### config.mk
export PLATFORM = sky130hd
export DESIGN_NAME = pass_arbiter
export DESIGN_NICKNAME = d
export VERILOG_FILES = /design/src/rtl/pass_arbiter.sv
export SDC_FILE = /design/constraint.sdc
export NUM_CORES = 1
export LEC_CHECK = 0
export CORE_MARGIN = 2
export CORE_UTILIZATION = 46
export CTS_BUF_LIST = sky130_fd_sc_hd__clkbuf_16
export DETAILED_ROUTE_END_ITERATION = 6
export PLACE_DENSITY_LB_ADDON = 0.2
export SETUP_SLACK_MARGIN = 0.15
export SLEW_MARGIN = 20
export SYNTH_ARGS = -nofsm -noshare
export SYNTH_HDL_FRONTEND = slang
export SYNTH_SLANG_ARGS = --single-unit
### constraint.sdc
create_clock -name clk -period 2.55 [get_ports clk]
set_clock_uncertainty 0.05 [all_clocks]
set_input_delay 0.51 -clock clk [delete_from_list [all_inputs] [get_ports clk]]
set_output_delay 0.51 -clock clk [all_outputs]
set_load 0.02 [all_outputs]
### src/rtl/pass_arbiter.sv
`default_nettype none
// ============================================================================
// Module   : pass_arbiter
// Purpose  : Round-robin arbiter and sequencer that shares a single registered
//            pass-gate evaluation unit (f = ~x & y) among N requesters.
//            One transaction is serviced at a time:
//              IDLE -> grant + operand capture -> EVAL -> result -> RESP
//            The result leaves on a valid/ready channel, tagged with the id
//            of the requester that owns it.
// Ports    : clk          rising-edge clock
//            rst_n        synchronous active-low reset
//            i_req[N]     per-requester request
//            i_x[N]       per-requester x operand
//            i_y[N]       per-requester y operand
//            o_gnt[N]     one-hot grant, one cycle per transaction
//            o_res_valid  result available
//            o_res_id     owner of the result
//            o_res_f      result, ~x & y of the granted requester
//            i_res_ready  consumer accepts the result
//            o_busy       high whenever the sequencer is not idle
// Revision : 1.0 - initial release
// ============================================================================
module pass_arbiter #(
  parameter  int N   = 4,
  localparam int IDW = (N > 2) ? $clog2(N) : 1
) (
  input  logic           clk,
  input  logic           rst_n,
  input  logic [N-1:0]   i_req,
  input  logic [N-1:0]   i_x,
  input  logic [N-1:0]   i_y,
  output logic [N-1:0]   o_gnt,
  output logic           o_res_valid,
  output logic [IDW-1:0] o_res_id,
  output logic           o_res_f,
  input  logic           i_res_ready,
  output logic           o_busy
);

  typedef enum logic [1:0] {
    S_IDLE = 2'd0,
    S_EVAL = 2'd1,
    S_RESP = 2'd2
  } state_t;

  // Registered state
  state_t           r_state;
  logic [IDW-1:0]   r_ptr;
  logic             r_xl;
  logic             r_yl;
  logic [N-1:0]     r_gnt;
  logic             r_valid;
  logic [IDW-1:0]   r_id;
  logic             r_f;
  logic             r_busy;

  // Next-state values
  state_t           w_state_nxt;
  logic [IDW-1:0]   w_ptr_nxt;
  logic             w_xl_nxt;
  logic             w_yl_nxt;
  logic [N-1:0]     w_gnt_nxt;
  logic             w_valid_nxt;
  logic [IDW-1:0]   w_id_nxt;
  logic             w_f_nxt;
  logic             w_busy_nxt;

  // Arbitration
  logic             w_found;
  logic [IDW-1:0]   w_win;
  logic [IDW:0]     w_sum;
  logic [IDW-1:0]   w_idx;

  // Scan requesters starting at r_ptr and wrapping modulo N. The sum is one
  // bit wider than the pointer so ptr+k never overflows before the wrap test,
  // which keeps the index below N for non-power-of-2 N.
  always_comb begin
    w_found = 1'b0;
    w_win   = '0;
    w_sum   = '0;
    w_idx   = '0;
    for (int k = 0; k < N; k++) begin
      w_sum = {1'b0, r_ptr} + (IDW+1)'(k);
      if (w_sum >= (IDW+1)'(N)) begin
        w_sum = w_sum - (IDW+1)'(N);
      end
      w_idx = w_sum[IDW-1:0];
      if (!w_found && i_req[w_idx]) begin
        w_found = 1'b1;
        w_win   = w_idx;
      end
    end
  end

  // Next-state and registered-output logic
  always_comb begin
    w_state_nxt = r_state;
    w_ptr_nxt   = r_ptr;
    w_xl_nxt    = r_xl;
    w_yl_nxt    = r_yl;
    w_gnt_nxt   = '0;
    w_valid_nxt = r_valid;
    w_id_nxt    = r_id;
    w_f_nxt     = r_f;
    w_busy_nxt  = r_busy;

    case (r_state)
      S_IDLE: begin
        if (w_found) begin
          w_gnt_nxt   = N'(1) << w_win;
          w_xl_nxt    = i_x[w_win];
          w_yl_nxt    = i_y[w_win];
          w_id_nxt    = w_win;
          w_busy_nxt  = 1'b1;
          w_state_nxt = S_EVAL;
        end
      end

      S_EVAL: begin
        w_f_nxt     = ~r_xl & r_yl;
        w_valid_nxt = 1'b1;
        // r_id still holds the winner; advance past it with explicit wrap.
        w_ptr_nxt   = (r_id == IDW'(N-1)) ? '0 : r_id + 1'b1;
        w_state_nxt = S_RESP;
      end

      S_RESP: begin
        // Requests are not looked at here, so backpressure never leaks a grant.
        if (i_res_ready) begin
          w_valid_nxt = 1'b0;
          w_busy_nxt  = 1'b0;
          w_state_nxt = S_IDLE;
        end
      end

      default: begin
        w_valid_nxt = 1'b0;
        w_busy_nxt  = 1'b0;
        w_state_nxt = S_IDLE;
      end
    endcase
  end

  always_ff @(posedge clk) begin
    if (!rst_n) begin
      r_state <= S_IDLE;
      r_ptr   <= '0;
      r_xl    <= 1'b0;
      r_yl    <= 1'b0;
      r_gnt   <= '0;
      r_valid <= 1'b0;
      r_id    <= '0;
      r_f     <= 1'b0;
      r_busy  <= 1'b0;
    end else begin
      r_state <= w_state_nxt;
      r_ptr   <= w_ptr_nxt;
      r_xl    <= w_xl_nxt;
      r_yl    <= w_yl_nxt;
      r_gnt   <= w_gnt_nxt;
      r_valid <= w_valid_nxt;
      r_id    <= w_id_nxt;
      r_f     <= w_f_nxt;
      r_busy  <= w_busy_nxt;
    end
  end

  assign o_gnt       = r_gnt;
  assign o_res_valid = r_valid;
  assign o_res_id    = r_id;
  assign o_res_f     = r_f;
  assign o_busy      = r_busy;

endmodule
`default_nettype wire

==> results_dict.tcl <==
set metrics [dict create \
    status "finished, final reports clean" \
    place_ws_ns 0.307 \
    numCtsBuffers 3 \
    dr_total_vias 665 \
    ys_types 27 \
    cp_top_family "compound AO/OA/AOI/OAI gates" \
    synth_top_cell_by_area "dfxtp_1" \
    ys.warnings.count 0 \
    syn_inst 80 \
    antenna_found_initial 0 \
    clk_pin_slew_ns 0.05 \
    holdPathStages 2 \
    reg2reg_to "r_xl$_SDFFE_PN0P_" \
    htreeDepth 1 \
    postRouteWirelength_mm 1.42 \
    postPlaceCellArea_um2 935 \
    crit_path_end_kind "flip-flop" \
    fmax_ghz 0.498 \
    syn_nets 96 \
    ys_seq_area_share_pct 42.9 \
    cts_hold_buf 0 \
    drc 0 \
    critPathKind "primary input to flip-flop" \
    hold_path_end "o_res_f$_SDFFE_PN0P_" \
    drv_cap 0 \
    dpl.hpwl_mm 1.04 \
    slowest_stage "clkdlybuf4s50_1" \
    cp_slowest_stage_delay_ns 0.48 \
    netlist_area_um2 699 \
    r2r_slack_ns 0.99 \
    power_leakage_uw 0.000429 \
    cts_tree "built" \
    fin_crit_ns 2.01 \
    core_mm2 0.00147 \
    design_area_mm2 0.00101 \
    slew_violations 0 \
    setup_viol 0 \
    globalRouteOverflowTotal 0 \
    tightest_slew_ns 0.373 \
    synth_area_per_cell_um2 8.74 \
    crit_required_ns 2.61 \
    track_usage_pct 16.5 \
    cp_num_buf_inv 1 \
    routed_via_density 5.50 \
    place_congestion 0.765 \
    fin_setup_tns_ns 0 \
    rows 14 \
    initial_core_util_pct 47.5 \
    grt_pass1_vias 522 \
    clockRootBuffer "clkbuf_16" \
    die_h_um 43.0 \
    min_from "o_res_f$_SDFFE_PN0P_" \
    antenna_cells 0 \
    cp_max_fo 9 \
    fin_ws_ns 0.543 \
    grt_max_degree 12 \
    startpoint_type "primary input" \
    arrival_ns 2.07 \
    fin_nets 122 \
    postCtsSetupBuffers 0 \
    area_delta_synth_final_pct 44.9 \
    drt_iter0_markers 9 \
    io_pins 24 \
    die_width_um 43.0 \
    irDropWorstVdd_mv 0.524 \
    clockBufferDepth 2 \
    hold_violations 0 \
    r2r_cells 5 \
    dr.pass1.iters 4 \
    grt_pass1_wl_mm 2.20 \
    clock-sinks 15 \
    layout-drive-gt1-share_pct 6.67 \
    rsz0062_at_grt "false" \
    netlist.area_leader.share_pct 42.9 \
    maxSlewHeadroom_pct 75.0 \
    hold_class "flip-flop to flip-flop" \
    numPortBuffers 23 \
    finalCritPeriodShare_pct 78.7 \
    synth_area_leaders "dfxtp_1 43%, mux2i_1 5.7%, nand2_1 4.8%, nor2_1 4.3%, a21oi_1 3.6%" \
    crit_chain "clkdlybuf4s50_1 -> nand2b_1 -> a21oi_1 -> a211o_1 -> mux2i_1 -> o221ai_1" \
    synth-seq-cells 15 \
    insertion_delay_ns 0.24 \
    power_uw 712 \
    post_drt_wl_per_cell_um 11.7 \
    antenna_left 0 \
    r2r-start "r_ptr[0]$_SDFFE_PN0P_" \
    ctsResizeCount 0 \
    die_area_mm2 0.00185 \
    p_per_area_mw_per_mm2 702 \
]
==> power breakdown <==
| part | internal (uW) | switching, uW |
|---|---|---|
| registers | 258 | 17.0 |
| clock network | 207 | 87.5 |
| logic | 73.7 | 68.9 |
| total | 538 | 173 |
==> registers in the layout, indices dropped and copies added (netlist names), 2 cells and up <==
name      count
o_gnt         4
o_res_id      2
r_ptr         2
r_state       2
==> how the worst max path moves through the flow <==
| stage | startpoint | end | slack, ns | depth (start not counted) |
|---|---|---|---|---|
| after floorplan | i_req[1] | r_xl$_SDFFE_PN0P_ | 1.07 | 6 |
| after global placement | i_req[1] | r_xl$_SDFFE_PN0P_ | 0.32 | 6 |
| after detailed placement | i_req[1] | r_xl$_SDFFE_PN0P_ | 0.31 | 6 |
| after CTS | i_req[1] | r_xl$_SDFFE_PN0P_ | 0.55 | 6 |
| after global routing | i_req[1] | r_xl$_SDFFE_PN0P_ | 0.45 | 6 |
| final | i_req[1] | r_xl$_SDFFE_PN0P_ | 0.54 | 6 |
==> layout make-up <==
type / count / area, um2
inverters: 4 / 15.0
flip-flops and latches: 15 / 300
fillers: 117 / 458
clock buffers: 3 / 75.1
clock inverters: 1 / 3.75
well taps: 16 / 20.0
repair buffers: 23 / 230
multi-input cells: 59 / 369
==> cells in the final DEF (no fill, tap or decap) <==
cell type	Yosys	layout
o21ai_0	2	2
o21a_1	1	1
nand3b_1	1	1
nor3b_1	1	1
nor4_2	1	1
o221ai_1	2	2
a21oi_1	5	5
a21boi_0	3	3
dfxtp_1	15	15
and3_2	1	1
nand2_1	9	9
o22ai_2	1	1
a211o_1	1	1
and2_1	3	3
nor2_1	8	8
nor3_1	3	3
clkbuf_16	0	3
nand2b_1	4	4
nor2b_1	3	3
ha_1	1	1
nor3_2	1	1
clkdlybuf4s50_1	0	23
mux2i_1	4	4
or3_1	1	1
nand3_1	2	2
inv_1	4	5
o211a_1	1	1
==> logic make-up after synthesis <==
kind of cell               after synthesis  share of synthesized area [%]
DFF                                     15                           42.9
muxes                                    4                           5.72
adders and majority gates                1                           1.79
AOI/OAI and AO/OA                       16                           16.3
buffers and inverters                    6                           4.29
and+or+nand+nor                         38                           29.0
==> worst min-delay path: stages, from the launching register on <==
cell      delay (ns)
dfxtp_1         0.30
nand2_1         0.05
a21boi_0        0.06
==> synthesized netlist by cell type <==
cell / count
a21oi_1: 5
inv_1: 4
nor4_2: 1
a211o_1: 1
and3_2: 1
o221ai_1: 2
nand2b_1: 4
nor3_1: 3
o21a_1: 1
dfxtp_1: 15
buf_6: 1
clkbuf_1: 1
mux2i_1: 4
o22ai_2: 1
nor2b_1: 3
nand3b_1: 1
nor2_1: 8
nand2_1: 9
o211a_1: 1
nor3_2: 1
a21boi_0: 3
and2_1: 3
or3_1: 1
nand3_1: 2
ha_1: 1
nor3b_1: 1
o21ai_0: 2
==> metal layers <==
layer / vias to the layer above / GRT usage (%) / share of wire, %
met3: 6 / 5.11 / 8.8
met4: 0 / 9.09 / 2.0
met5: - / 0 / 0
met2: 32 / 26.1 / 46
li1: 327 / - / -
met1: 300 / 19.7 / 43
==> through the flow <==
| stage | std cells | util [%] | hold slack (ns) |
|---|---|---|---|
| floorplan | 80 | - | 0.394 |
| global placement | 117 | 63.5 | 0.410 |
| detailed placement | 117 | 63.5 | 0.414 |
| CTS | 121 | 68.9 | 0.429 |
| global route | 121 | 68.9 | 0.438 |
| finish | 121 | 68.9 | 0.420 |
Power figures use the tool's default switching activity.
